### config.mk
export PLATFORM = sky130hd
export DESIGN_NAME = bnn_frame_io_flat
export DESIGN_NICKNAME = d
export VERILOG_FILES = /design/src/rtl/bnn_frame_io_if.sv /design/src/rtl/bnn_frame_io.sv /design/src/flat_wrapper.sv
export SDC_FILE = /design/constraint.sdc
export NUM_CORES = 1
export LEC_CHECK = 0
export ABC_AREA = 1
export BUFFER_PORTS_ARGS = -buffer_cell sky130_fd_sc_hd__buf_2
export CELL_PAD_IN_SITES_DETAIL_PLACEMENT = 0
export CELL_PAD_IN_SITES_GLOBAL_PLACEMENT = 2
export CORE_MARGIN = 2
export CORE_UTILIZATION = 34
export CTS_CLUSTER_DIAMETER = 30
export DETAILED_ROUTE_END_ITERATION = 12
export GPL_TIMING_DRIVEN = 0
export PLACE_DENSITY_LB_ADDON = 0.1
export SLEW_MARGIN = 20
export SYNTH_ARGS = -nofsm -noshare
export SYNTH_HDL_FRONTEND = slang
export SYNTH_SLANG_ARGS = --single-unit
### constraint.sdc
create_clock -name clk -period 2.9 [get_ports clk]
set_input_delay 0.435 -clock clk [delete_from_list [all_inputs] [get_ports clk]]
set_output_delay 0.435 -clock clk [all_outputs]
set_load 0.01 [all_outputs]
### src/rtl/bnn_frame_io_if.sv
// Purpose: sample-in / result-out handshake bundle for bnn_frame_io.
// Ports:   s_* carries binarizable samples into the block (valid/ready, s_last ends a frame);
//          m_* carries the captured network result out (valid/ready).
// Modports: master = host side driving samples and consuming results; slave = bnn_frame_io.
interface bnn_frame_io_if #(
  parameter int PIX_W = 8,
  parameter int N_OUT = 10
);
  logic             s_valid;
  logic [PIX_W-1:0] s_data;
  logic             s_last;
  logic             s_ready;
  logic             m_valid;
  logic             m_ready;
  logic [N_OUT-1:0] m_result;
  logic [3:0]       m_class;
  logic             m_hit;

  modport master (
    output s_valid, s_data, s_last, m_ready,
    input  s_ready, m_valid, m_result, m_class, m_hit
  );

  modport slave (
    input  s_valid, s_data, s_last, m_ready,
    output s_ready, m_valid, m_result, m_class, m_hit
  );
endinterface

### src/rtl/bnn_frame_io.sv
// Purpose: binarize a stream of samples into one N_IN-bit frame for the combinational
//          network, hold it for SETTLE cycles, then capture and decode the network output.
// Latency: last accepted sample to m_valid is SETTLE+1 edges (the beat edge included).
// Backpressure: s_ready drops from frame completion until the result handshake; one frame in flight.
// Ports:   clk/rst (sync, active-high); bus (slave modport: s_* samples in, m_* result out);
//          net_in (frame to network), net_out (network answer), frame_err (1-cycle error pulse).
module bnn_frame_io #(
  parameter int N_IN   = 75,
  parameter int N_OUT  = 10,
  parameter int PIX_W  = 8,
  parameter int THRESH = 128,
  parameter int SETTLE = 2
) (
  input  logic             clk,
  input  logic             rst,
  bnn_frame_io_if.slave    bus,
  output logic [N_IN-1:0]  net_in,
  input  logic [N_OUT-1:0] net_out,
  output logic             frame_err
);

  localparam int            CW          = $clog2(N_IN);
  localparam logic [CW-1:0] LAST_IDX    = CW'(N_IN - 1);
  localparam logic [3:0]    SETTLE_LAST = 4'(SETTLE - 1);

  typedef enum logic [1:0] {
    ST_LOAD,
    ST_DRAIN,
    ST_SETTLE,
    ST_RESULT
  } state_t;

  state_t           state_q;
  logic [CW-1:0]    cnt_q;
  logic [3:0]       settle_q;
  logic [N_IN-1:0]  shadow_q;
  logic [N_IN-1:0]  net_in_q;
  logic             s_ready_q;
  logic             m_valid_q;
  logic [N_OUT-1:0] m_result_q;
  logic [3:0]       m_class_q;
  logic             m_hit_q;
  logic             frame_err_q;

  logic             beat;
  logic             sample_bit;
  logic [N_IN-1:0]  shadow_full;
  logic [3:0]       class_nxt;

  assign beat       = bus.s_valid & s_ready_q;
  assign sample_bit = (bus.s_data >= PIX_W'(THRESH));

  // Shadow with the current beat's bit merged in, so the frame can be
  // published to net_in on the same edge that accepts its last sample.
  always_comb begin
    shadow_full        = shadow_q;
    shadow_full[cnt_q] = sample_bit;
  end

  // Lowest set bit wins: scan from the top so lower indices overwrite.
  always_comb begin
    class_nxt = 4'hF;
    for (int i = N_OUT - 1; i >= 0; i--) begin
      if (net_out[i]) class_nxt = 4'(i);
    end
  end

  always_ff @(posedge clk) begin
    if (rst) begin
      state_q     <= ST_LOAD;
      cnt_q       <= '0;
      settle_q    <= '0;
      shadow_q    <= '0;
      net_in_q    <= '0;
      s_ready_q   <= 1'b1;
      m_valid_q   <= 1'b0;
      m_result_q  <= '0;
      m_class_q   <= 4'hF;
      m_hit_q     <= 1'b0;
      frame_err_q <= 1'b0;
    end else begin
      frame_err_q <= 1'b0;
      case (state_q)
        ST_LOAD: begin
          if (beat) begin
            if (cnt_q == LAST_IDX) begin
              cnt_q <= '0;
              if (bus.s_last) begin
                net_in_q  <= shadow_full;
                settle_q  <= '0;
                s_ready_q <= 1'b0;
                state_q   <= ST_SETTLE;
              end else begin
                // Frame overran: drop it and swallow samples up to the next s_last.
                frame_err_q <= 1'b1;
                state_q     <= ST_DRAIN;
              end
            end else if (bus.s_last) begin
              // Short frame. Stale shadow bits are harmless: every index is
              // rewritten before the next frame can complete.
              frame_err_q <= 1'b1;
              cnt_q       <= '0;
            end else begin
              shadow_q <= shadow_full;
              cnt_q    <= cnt_q + CW'(1);
            end
          end
        end

        ST_DRAIN: begin
          if (beat && bus.s_last) begin
            cnt_q   <= '0;
            state_q <= ST_LOAD;
          end
        end

        ST_SETTLE: begin
          if (settle_q == SETTLE_LAST) begin
            m_result_q <= net_out;
            m_hit_q    <= |net_out;
            m_class_q  <= class_nxt;
            m_valid_q  <= 1'b1;
            state_q    <= ST_RESULT;
          end else begin
            settle_q <= settle_q + 4'd1;
          end
        end

        ST_RESULT: begin
          // m_result/m_class/m_hit intentionally keep their values after the handshake.
          if (m_valid_q && bus.m_ready) begin
            m_valid_q <= 1'b0;
            s_ready_q <= 1'b1;
            state_q   <= ST_LOAD;
          end
        end

        default: begin
          state_q   <= ST_LOAD;
          cnt_q     <= '0;
          s_ready_q <= 1'b1;
          m_valid_q <= 1'b0;
        end
      endcase
    end
  end

  assign net_in       = net_in_q;
  assign frame_err    = frame_err_q;
  assign bus.s_ready  = s_ready_q;
  assign bus.m_valid  = m_valid_q;
  assign bus.m_result = m_result_q;
  assign bus.m_class  = m_class_q;
  assign bus.m_hit    = m_hit_q;

endmodule

### src/flat_wrapper.sv
// flat-port wrapper written by rule: the top's interface ports become plain ports
module bnn_frame_io_flat 
#(
  parameter int N_IN   = 75,
  parameter int N_OUT  = 10,
  parameter int PIX_W  = 8,
  parameter int THRESH = 128,
  parameter int SETTLE = 2
)
  (clk, rst, net_in, net_out, frame_err, bus_s_valid, bus_s_data, bus_s_last, bus_m_ready, bus_s_ready, bus_m_valid, bus_m_result, bus_m_class, bus_m_hit);
  bnn_frame_io_if #(.PIX_W(PIX_W), .N_OUT(N_OUT)) bus_i ();
  input  logic clk;
  input  logic rst;
  output logic [N_IN-1:0] net_in;
  input  logic [N_OUT-1:0] net_out;
  output logic frame_err;
  input wire logic [$bits(bus_i.s_valid)-1:0] bus_s_valid;
  input wire logic [$bits(bus_i.s_data)-1:0] bus_s_data;
  input wire logic [$bits(bus_i.s_last)-1:0] bus_s_last;
  input wire logic [$bits(bus_i.m_ready)-1:0] bus_m_ready;
  output wire logic [$bits(bus_i.s_ready)-1:0] bus_s_ready;
  output wire logic [$bits(bus_i.m_valid)-1:0] bus_m_valid;
  output wire logic [$bits(bus_i.m_result)-1:0] bus_m_result;
  output wire logic [$bits(bus_i.m_class)-1:0] bus_m_class;
  output wire logic [$bits(bus_i.m_hit)-1:0] bus_m_hit;
  assign bus_i.s_valid = bus_s_valid;
  assign bus_i.s_data = bus_s_data;
  assign bus_i.s_last = bus_s_last;
  assign bus_i.m_ready = bus_m_ready;
  assign bus_s_ready = bus_i.s_ready;
  assign bus_m_valid = bus_i.m_valid;
  assign bus_m_result = bus_i.m_result;
  assign bus_m_class = bus_i.m_class;
  assign bus_m_hit = bus_i.m_hit;
  bnn_frame_io #(.N_IN(N_IN), .N_OUT(N_OUT), .PIX_W(PIX_W), .THRESH(THRESH), .SETTLE(SETTLE)) u_core (.clk(clk), .rst(rst), .bus(bus_i), .net_in(net_in), .net_out(net_out), .frame_err(frame_err));
endmodule
# Word level (Yosys, flattened, before mapping)

Cells that the tools add are included.

Bitwise gates (word level): 5
Multiplexer cells: 41
$lt $le $gt $ge: 3
Reductions and logical operators: 18
$add $sub $neg: 2
Equal/unequal tests: 12

Operators by type and width:

| kind                                                                  | number |
|---|---|
| 75-bit bitwise mux                                                    | 1 |
| 4-bit 2-to-1 mux                                                      | 12 |
| 7-bit 2-to-1 mux                                                      | 4 |
| 5-bit AND reduction                                                   | 3 |
| 7-bit one-hot mux with 2 select lines                                 | 1 |
| 2-bit 2-to-1 mux                                                      | 6 |
| 1-bit 2-to-1 mux                                                      | 10 |
| 2-bit by 1-bit != test with 1-bit output, second input constant       | 5 |
| 10-bit OR reduction                                                   | 1 |
| 8-bit >= comparator, second input constant                            | 1 |
| 7-bit by 8-bit < comparator with 1-bit output, second input constant  | 1 |
| 2-bit one-hot mux with 4 select lines                                 | 1 |
| 4-bit one-hot mux with 2 select lines                                 | 1 |
| 4-bit AND reduction                                                   | 2 |
| 2-bit nonzero test                                                    | 4 |
| 7-bit by 1-bit adder with 7-bit output, second input constant         | 1 |
| 1-bit demux with 7-bit select                                         | 1 |
| 7-bit == test, second input constant                                  | 1 |
| 7-bit by 1-bit >= comparator with 1-bit output, second input constant | 1 |
| 3-bit 2-to-1 mux                                                      | 2 |
| 3-bit AND reduction                                                   | 2 |
| 4-bit by 1-bit adder with 4-bit output, second input constant         | 1 |
| 2-bit == test, second input constant                                  | 2 |
| 4-bit by 1-bit == test with 1-bit output, second input constant       | 1 |
| other kinds (9)                                                       | 16 |

Word-level logic and storage cells: 92
Input bits: 23
Flip-flop bits (word level): 181
Output and inout port bits: 93

# Longest topological paths before layout

Gate-level depths: netlist of the first run.

Depth after elaboration: 10
Depth in mapped cells: 13
Mapped depth without buffers: 11

# Worst setup path after synthesis of the first run

OpenSTA, ideal clock, no wires.

Path kind: register to register
From: reg u_core.cnt_q[0]
To: reg u_core.shadow_q[54]
Setup time: 114 ps
Buffers on the path: 2
Clock period less this slack: 1889 ps
Arrival time: 1775 ps
Path slack: 1011 ps
Required time: 2786 ps
Stages on the path, launching flop included: 14
Path through: dfxtp_1 inv_2 ha_1 inv_1 nor2_1 nand3_1 ha_1 nand3_2 inv_2 buf_4 buf_4 o21ai_0 o21bai_1 inv_1

Longest elaborated chain between the ends: 5
Elaborated cells on any way between the ends: 9
Classes of those cells: 2 x order compare; 1 x eq/ne; 3 x mux; 1 x bitwise; 2 x reduce/logical

RTL lines:

| what                                                                                                                                  | RTL line            | source |
|---|---|---|
| start, declared                                                                                                                       | bnn_frame_io.sv:34  | `logic [CW-1:0] cnt_q;` |
| start signal, assigned                                                                                                                | bnn_frame_io.sv:105 | `cnt_q <= cnt_q + CW'(1);` |
| 7-bit by 8-bit < comparator with 1-bit output (not written as such) or 7-bit by 1-bit >= comparator with 1-bit output (tied branches) | bnn_frame_io.sv:57  | `shadow_full[cnt_q] = sample_bit;` |
| 1-bit logical AND (not written as such)                                                                                               | bnn_frame_io.sv:57  |  |
| 1-bit 2-to-1 mux (not written as such)                                                                                                | bnn_frame_io.sv:57  |  |
| 1-bit demux with 7-bit select                                                                                                         | n/a                 |  |
| 75-bit bitwise mux                                                                                                                    | bnn_frame_io.sv:57  |  |
| end signal, assigned                                                                                                                  | bnn_frame_io.sv:104 | `shadow_q <= shadow_full;` |
| end, declared                                                                                                                         | bnn_frame_io.sv:36  | `logic [N_IN-1:0] shadow_q;` |

Parallel ways exist; a longest one is shown, timed or not.
A chain may end at the register's enable or synchronous reset.

# Worst setup path in the final report of the first run

From: reg u_core.cnt_q[0]
To: reg u_core.shadow_q[2]

The elaborated chain is that of the path after synthesis.

==> results of run 1 <==
==> metal layers <==
layer | wire length [um] | global-route usage
met1 | 12700 | 0.285
met2 | 11200 | 0.320
met3 | 1300 | 0.0445
met4 | 318 | 0.0421
met5 | 0 | 0
==> through the flow <==
step                setup slack, ps   util  hold slack (ps)  std cells  power (W)
finish                          387  0.412              266       1627    0.00524
global route                    227  0.412              261       1627    0.00547
CTS                             386  0.412              252       1627    0.00531
detailed placement              403  0.388              453       1595    0.00302
global placement                424  0.388              453       1595    0.00302
floorplan                      1010      -              462       1169    0.00289
==> worst min path at each step <==
| stage | from | end | cells past startpoint |
|---|---|---|---|
| after floorplan | u_core.settle_q[3] | u_core.settle_q[3] | 2 |
| after global placement | u_core.bus.m_class[1] | u_core.bus.m_class[1] | 2 |
| after detailed placement | u_core.bus.m_class[3] | u_core.bus.m_class[3] | 2 |
| after CTS | net_out[0] | u_core.bus.m_result[0] | 3 |
| after global routing | net_out[0] | u_core.bus.m_result[0] | 3 |
| final | net_out[9] | u_core.bus.m_result[9] | 3 |
==> cells by family (layout without fill, tap and decap cells) <==
| family | count (synthesis) | in the layout | synth area share |
|---|---|---|---|
| flops | 181 | 181 | 0.442 |
| fa+ha+maj | 5 | 5 | 0.00764 |
| xor+xnor | 3 | 3 | 0.00321 |
| simple gates | 439 | 439 | 0.216 |
| buf+inv | 205 | 344 | 0.107 |
| compound gates | 336 | 336 | 0.224 |
==> layout make-up <==
type	instances	area, um^2	share of cell area
Buffer	64	345	0.0356
Inverter	141	531	0.0547
Sequential cell	181	3620	0.374
Multi-Input combinational cell	783	3690	0.381
Clock buffer	18	429	0.0442
Tap cell	319	399	0.0411
Timing Repair Buffer	107	536	0.0552
Clock inverter	14	144	0.0148
==> power by group through the flow <==
stage	combinational, W	clock [W]	sequential (W)
floorplan	0.000260	0	0.00263
global placement	0.000380	0	0.00264
detailed placement	0.000380	0	0.00264
CTS	0.000382	0.00234	0.00258
global route	0.000432	0.00244	0.00259
finish	0.000380	0.00228	0.00258
==> worst min-delay path, stage by stage <==
cell and delay (ps):
buf_2 80, o21ai_0 70, nor2_1 80
==> registers in the layout, indices dropped and copies added (netlist names) <==
signal               count
u_core.bus.m_result     10
u_core.bus.m_class       4
u_core.shadow_q         75
u_core.cnt_q             7
u_core.settle_q          4
u_core.state_q           2
u_core.bus.m_hit         1
u_core.bus.m_valid       1
u_core.bus.s_ready       1
u_core.net_in           75
u_core.frame_err         1
==> cells in the mapped netlist <==
cell and instances:
nand3_2 1, clkbuf_1 37, nand2_1 178, o21a_1 11, buf_6 8, o21ai_0 213, a21oi_1 36, o21ai_1 24
o21bai_1 47, clkinv_2 1, dfxtp_1 181, xnor2_1 1, nor2_1 207, clkinv_1 1, nor2_2 4, ha_1 5
inv_2 6, o31ai_1 1, nor3_1 5, a31oi_1 3, a211oi_1 1, nand3_1 33, nor2_4 6, or2_2 3
xor2_1 2, buf_2 6, buf_1 3, nand4_1 2, buf_4 10, inv_1 133
==> impl_results.md, run 1 <==
- Critical-path top delay cell: clkbuf_1
- Worst Path Arrival: 2900 ps
- Initial Utilization: 0.348
- Reg-to-reg endpoint: u_core.shadow_q[2]
- Clk_skew: 10.7 ps
- Initial antenna violation count: 0
- Syn Area/Cell: 7.01 um^2
- Max-slew violations: 0
- Top cells by area, synth: dfxtp_1 (44%), o21ai_0 (13%), nor2_1 (9.5%)
- Crit path required time: 3290 ps
- Post-CTS sizing: 0
- Clock Tree Root: clkbuf_16
- Row count: 56
- Dpl hpwl: 18.0 mm
- Final min period: 2510 ps
- Post-synthesis cell count: 1169
- DR vias/cell: 4.71
- Area grow syn2layout: 18.4%
- Critical Path Source: u_core.cnt_q[0]
- Via count: 7665
- RR Startpoint: u_core.cnt_q[0]
- Number of global-route vias before repair: 7252
- Final instance area: 0.00970 mm^2
- Clk slew on worst S/H paths: 80 ps
- Synth Register Bits: 181
- Final period util: 0.866
- Clk Latency, worst-skew pair: 430 ps
- Largest net degree at the start of global routing: 19
- CP Class: flop to flop
- Worst-path cell chain: inv_2, ha_1, inv_1, nor2_1, nand3_1, ha_1, nand3_2, buf_2, clkbuf_1, o21bai_1, inv_1
- First-pass GRT wire length: 40.6 mm
- Worst slew pin tran: 782 ps
- Slew HR: 0.478
- DIE WIDTH: 159 um
- Max_cap viols: 0
- Reg2reg setup slack: 390 ps
- Post-CTS Setup Inserts: 0
- Die area: 0.0254 mm^2
- Area fraction of the dominant cell type after synthesis: 0.442
- Top-level I/O count: 116
- Reg power frac: 0.493
- Core area: 0.0235 mm^2
- Hold Crit Class: input pin to flop
- Critical Path End Type: flop
- Seq/Total Area, Yosys: 0.442
- H-tree Lvls: 4
- Library cells used by synthesis: 30
- Gpl congestion: 0.784
- Sum of buffers and inverters on the critical path: 5
- Port Buffer Count: 107
- Worst vdd ir: 0.311 mV
- Worst R2R Path Depth: 11
- Commonest non-fill, non-tap cell in the layout: o21ai_0
- DRC viols: 0
- Int Pwr: 0.00382 W
- TritonCTS buffer count: 17
- Placed Area: 0.00913 mm^2
- Most frequent cells in the layout: o21ai_0 (213), nor2_1 (207), dfxtp_1 (181)
- 1st-pass router iterations: 5
- Hold buffer count at cts: 0
- Gr ovfl total: 0
- Startpoint types: flop
- Worst path max stage delay: 510 ps
- Final Hold Fails: 0
- Setup TNS: 0 ps
- Area of the mapped netlist: 0.00819 mm^2
- WL per Instance: 15.7 um
- Layout net count: 1323
- Routed Antenna Nets: 0
- Lkg Pwr: 4.81 nW
- Worst path top cell family by delay: buffers and inverters
- Final setup fails: 0
- FMAX: 398 MHz
- Outcome: finished clean
- WP depth: 11
- P_sw: 0.00142 W
- Critical Path Sink: u_core.shadow_q[2]
- Clk network pwr share: 0.435
- Comb pwr share: 0.073
- RSZ-0062 raised after global routing: false
- Yosys warns: 0
- Die height: 159 um
- Number of fillers in the final layout: 2614
- Post-synth top area cell: dfxtp_1
- Worst-case clock buffer depth: 2
- Clock sinks: 181
- Switching part of the total: 0.271
- First DRT Iteration DRCs: 418
- Critical path peak fanout: 10
- Syn Nets: 1197
- Power Dens Cells: 540 mW/mm^2
- CTS tree: built
- Antenna cells: 0
- Layout cell share with drive strength beyond 1: 0.140
- GR Util All Layers: 0.203
- Detailed-route wire length: 25.5 mm
Note: power is estimated with default switching activity, not from simulation.
==> run 2, diff against run 1 <==
--- a/config.mk
+++ b/config.mk
@@ -15,6 +15,7 @@
 export DETAILED_ROUTE_END_ITERATION = 12
 export GPL_TIMING_DRIVEN = 0
 export PLACE_DENSITY_LB_ADDON = 0.1
+export SETUP_SLACK_MARGIN = 0.5
 export SLEW_MARGIN = 20
 export SYNTH_ARGS = -nofsm -noshare
 export SYNTH_HDL_FRONTEND = slang
==> impl_results.md, run 2 (synthesized netlist as in run 1, its figures left out) <==
- Gpl congestion: 0.784
- Top-level I/O count: 116
- Dpl hpwl: 18.0 mm
- Outcome: finished clean
- DR top layer: met4
- Initial antenna violation count: 0
- WL per Instance: 15.7 um
- Met2 WL: 11.2 mm
- Post-CTS Setup Inserts: 0
- Crit path required time: 3240 ps
- Row count: 56
- CP Class: flop to flop
- Hold buffer count at cts: 0
- Worst vdd ir: 0.312 mV
- Area grow syn2layout: 18.7%
- Clk Latency, worst-skew pair: 440 ps
- Clk slew on worst S/H paths: 80 ps
- Met3 routed WL: 1.22 mm
- Die height: 159 um
- Power Total: 0.00525 W
- DRC viols: 0
- First-pass GRT wire length: 40.6 mm
- Metal-1 WL: 12.9 mm
- Worst-case clock buffer depth: 2
- Worst slew pin tran: 783 ps
- Die area: 0.0254 mm^2
- First DRT Iteration DRCs: 418
- Number of global-route vias before repair: 7252
- H-tree Lvls: 4
- DIE WIDTH: 159 um
- Core area: 0.0235 mm^2
- Final setup fails: 0
- Port Buffer Count: 107
- Clk_skew: 11.6 ps
- Hold WS: 264 ps
- Number of fillers in the final layout: 2612
- Worst-path cell chain: inv_2, ha_1, inv_1, nor2_1, nand3_2, ha_1, nand3_2, inv_2, buf_4, buf_4, o21ai_0, o21bai_1, inv_1
- Critical path peak fanout: 10
- Hold Crit Class: input pin to flop
- Worst path top cell family by delay: buffers and inverters
- Layout cell share with drive strength beyond 1: 0.147
- Critical-path top delay cell: dfxtp_2
- Lkg Pwr: 4.83 nW
- Layout net count: 1323
- Slew HR: 0.478
- Setup TNS: 0 ps
- Startpoint types: flop
- Max_cap viols: 0
- Post-CTS sizing: 6
- Final min period: 2210 ps
- TritonCTS buffer count: 17
- 1st-pass router iterations: 5
- Antenna cells: 0
- Max-slew violations: 0
- Worst path max stage delay: 370 ps
- Largest net degree at the start of global routing: 19
- DR vias/cell: 4.71
- Most frequent cells in the layout: o21ai_0 (213), nor2_1 (207), dfxtp_1 (180)
- Final period util: 0.762
- RSZ-0062 raised after global routing: false
- Clock sinks: 181
- Initial Utilization: 0.348
- Final Hold Fails: 0
- Critical Path End Type: flop
- FMAX: 452 MHz
- Clock Tree Root: clkbuf_16
- Routed Antenna Nets: 0
- Detailed-route wire length: 25.6 mm
- Worst Path Arrival: 2550 ps
- GR Util All Layers: 0.203
- CTS tree: built
- Sum of buffers and inverters on the critical path: 6
- Gr ovfl total: 0
- Via count: 7670
- Power Dens Cells: 540 mW/mm^2
- Commonest non-fill, non-tap cell in the layout: o21ai_0
-- run 2: cell types whose count changed in the layout (fill, tap and decap cells not counted), moves of 2 or more --
cell / previous run / this run
buf_2: 113 / 111
clkbuf_1: 38 / 32
clkbuf_2: 0 / 6
clkbuf_4: 0 / 3
-- run 2: per-layer routing --
metal,up-vias,global-route usage
met5,-,0
met1,3484,0.285
met3,17,0.0445
met2,179,0.320
met4,0,0.0421
li1,3990,-
-- run 2: worst paths after layout --
path | start | endpoint | slack, ps | depth (start not counted)
min reg2reg | u_core.bus.m_class[3] | u_core.bus.m_class[3] | 470 | 2
min | net_out[9] | u_core.bus.m_result[9] | 260 | 3
max | u_core.cnt_q[0] | u_core.shadow_q[0] | 690 | 13
max reg2reg | u_core.cnt_q[0] | u_core.shadow_q[0] | 690 | 13
-- run 2: power by group --
group          total (W)  internal, W  switching [W]
Clock            0.00228      0.00114        0.00114
Combinational   0.000383     0.000125       0.000258
Sequential       0.00258      0.00255      0.0000297
Total            0.00525      0.00382        0.00143
-- run 2: through the flow --
step,utilization,setup WS (ps),std cells,area [um^2]
after global routing,0.413,501,1627,9720
after detailed placement,0.388,403,1595,9130
after floorplan,-,1010,1169,8190
after CTS,0.412,520,1627,9710
final,0.413,690,1627,9720
after global placement,0.388,424,1595,9130
-- run 2: worst min-delay path: stages --
cell,delay [ps]
buf_2,80
o21ai_0,70
nor2_1,80
-- run 2: layout make-up --
| cell class | count | area (um^2) | share of cell area |
|---|---|---|---|
| repair buffers | 107 | 536 | 0.0551 |
| well taps | 319 | 399 | 0.0411 |
| plain buffers | 64 | 362 | 0.0372 |
| clock buffers | 18 | 429 | 0.0441 |
| clock inverters | 14 | 144 | 0.0148 |
| multi-input cells | 783 | 3700 | 0.380 |
| inverters | 141 | 531 | 0.0546 |
| flip-flops and latches | 181 | 3620 | 0.373 |
==> run 3, diff against run 2 <==
--- a/config.mk
+++ b/config.mk
@@ -10,7 +10,7 @@
 export CELL_PAD_IN_SITES_DETAIL_PLACEMENT = 0
 export CELL_PAD_IN_SITES_GLOBAL_PLACEMENT = 2
 export CORE_MARGIN = 2
-export CORE_UTILIZATION = 34
+export CORE_UTILIZATION = 32
 export CTS_CLUSTER_DIAMETER = 30
 export DETAILED_ROUTE_END_ITERATION = 12
 export GPL_TIMING_DRIVEN = 0
==> constraint.sdc (replaced) <==
create_clock -name clk -period 2.1 [get_ports clk]
set_input_delay 0.315 -clock clk [delete_from_list [all_inputs] [get_ports clk]]
set_output_delay 0.315 -clock clk [all_outputs]
set_load 0.01 [all_outputs]
==> impl_results.md, run 3 (synthesized netlist as in run 1, its figures left out) <==
- Worst Path Arrival: 2180 ps
- TritonCTS buffer count: 17
- Max-slew violations: 0
- Gpl congestion: 0.769
- Clk Latency, worst-skew pair: 450 ps
- Clk_skew: 15.2 ps
- Layout cell share with drive strength beyond 1: 0.269
- Dpl ws: -154 ps
- WL per Instance: 16.6 um
- Gr ovfl total: 0
- Global Route met1 Usage: 0.288
- Routed Antenna Nets: 0
- Most frequent cells in the layout: dfxtp_1 (177), nand2_1 (176), nor2_1 (156)
- CTS tree: built
- Commonest non-fill, non-tap cell in the layout: dfxtp_1
- Worst vdd ir: 0.545 mV
- Layout net count: 1381
- H-tree Lvls: 4
- Number of global-route vias before repair: 7381
- FMAX: 541 MHz
- Lkg Pwr: 5.43 nW
- Max_cap viols: 0
- Startpoint types: flop
- First-pass GRT wire length: 42.5 mm
- Number of fillers in the final layout: 2629
- Die height: 164 um
- Critical Path End Type: flop
- DRC viols: 0
- Largest net degree at the start of global routing: 20
- Fin util: 0.457
- Final Hold Fails: 0
- Initial Utilization: 0.325
- Detailed-route wire length: 28.1 mm
- Hold WS: 145 ps
- Antenna cells: 0
- Outcome: finished clean
- DIE WIDTH: 164 um
- Row count: 58
- Crit path required time: 2430 ps
- DR vias/cell: 4.69
- Top-level I/O count: 116
- Via count: 7951
- Clock Tree Root: clkbuf_16
- Slew HR: 0.482
- Dpl hpwl: 18.4 mm
- Power Dens Cells: 657 mW/mm^2
- Power Total: 0.00756 W
- CP Class: flop to flop
- Clk slew on worst S/H paths: 80 ps
- Port Buffer Count: 107
- Critical path peak fanout: 8
- Layout Cells excl Fill: 1696
- Final min period: 1850 ps
- Met2 GRT Util: 0.336
- First DRT Iteration DRCs: 451
- GR Util All Layers: 0.208
- 1st-pass router iterations: 5
- Initial antenna violation count: 0
- GR peak layer: met2
- Worst slew pin tran: 777 ps
- Worst setup margin: 250 ps
- Hold buffer count at cts: 0
- Core area: 0.0252 mm^2
- Hold Crit Class: input pin to flop
- Clock sinks: 181
- Placed cell count: 1606
- Worst-case clock buffer depth: 2
- Area grow syn2layout: 40.4%
- Final period util: 0.881
- Reg2reg setup slack: 250 ps
- Final setup fails: 0
- Die area: 0.0269 mm^2
- RSZ-0062 raised after global routing: true
- Met3 usage: 0.0346
==> run 3: layer usage <==
metal / wire length (um) / part of all wire
met1: 13700 / 0.49
met2: 13000 / 0.46
met3: 1070 / 0.038
met4: 410 / 0.015
met5: 0 / 0
==> run 3: final timing paths <==
path | from | to | cells past startpoint
min reg2reg | u_core.bus.m_class[2] | u_core.bus.m_class[2] | 2
min | net_out[9] | u_core.bus.m_result[9] | 3
max reg2reg | u_core.cnt_q[0] | u_core.shadow_q[51] | 13
max | u_core.cnt_q[0] | u_core.shadow_q[51] | 13
==> run 3: metrics by stage <==
stage               area (um^2)  TNS, ps
finish                    11500        0
global route              11500        0
floorplan                  8250        0
detailed placement         9200    -6080
CTS                       10600        0
global placement           9200    -5520
==> run 3: layout make-up <==
class	count	area, um^2	share of cell area
Buffer	64	691	0.0601
Clock buffer	17	425	0.0370
Clock inverter	15	163	0.0141
Inverter	141	574	0.0499
Multi-Input combinational cell	783	4210	0.366
Sequential cell	181	3630	0.316
Tap cell	330	413	0.0359
Timing Repair Buffer	165	1390	0.121
==> run 3: repair_timing <==
action | CTS | global route
setup buffers | 25 | 15
pin swaps | 10 | 61
cloned | 4 | 14
endpoints found under the setup margin | 155 | 177
resized for setup | 146 | 158
==> run 3: worst max-delay path, stage by stage (launching register included) <==
cell and delay (ps):
dfxtp_4 370, clkinv_4 60, ha_4 130, inv_2 40, nor2_4 100, nand3_4 100
ha_4 180, nand3_4 100, inv_6 60, buf_12 150, clkbuf_16 160, o21ai_2 120
o21bai_4 130, inv_1 50
==> run 3: where the power goes <==
group          switching, W  leakage, nW  internal [W]
clock network       0.00163        0.288       0.00160
logic              0.000443         3.67      0.000311
registers         0.0000489         1.47       0.00353
total               0.00212         5.43       0.00543
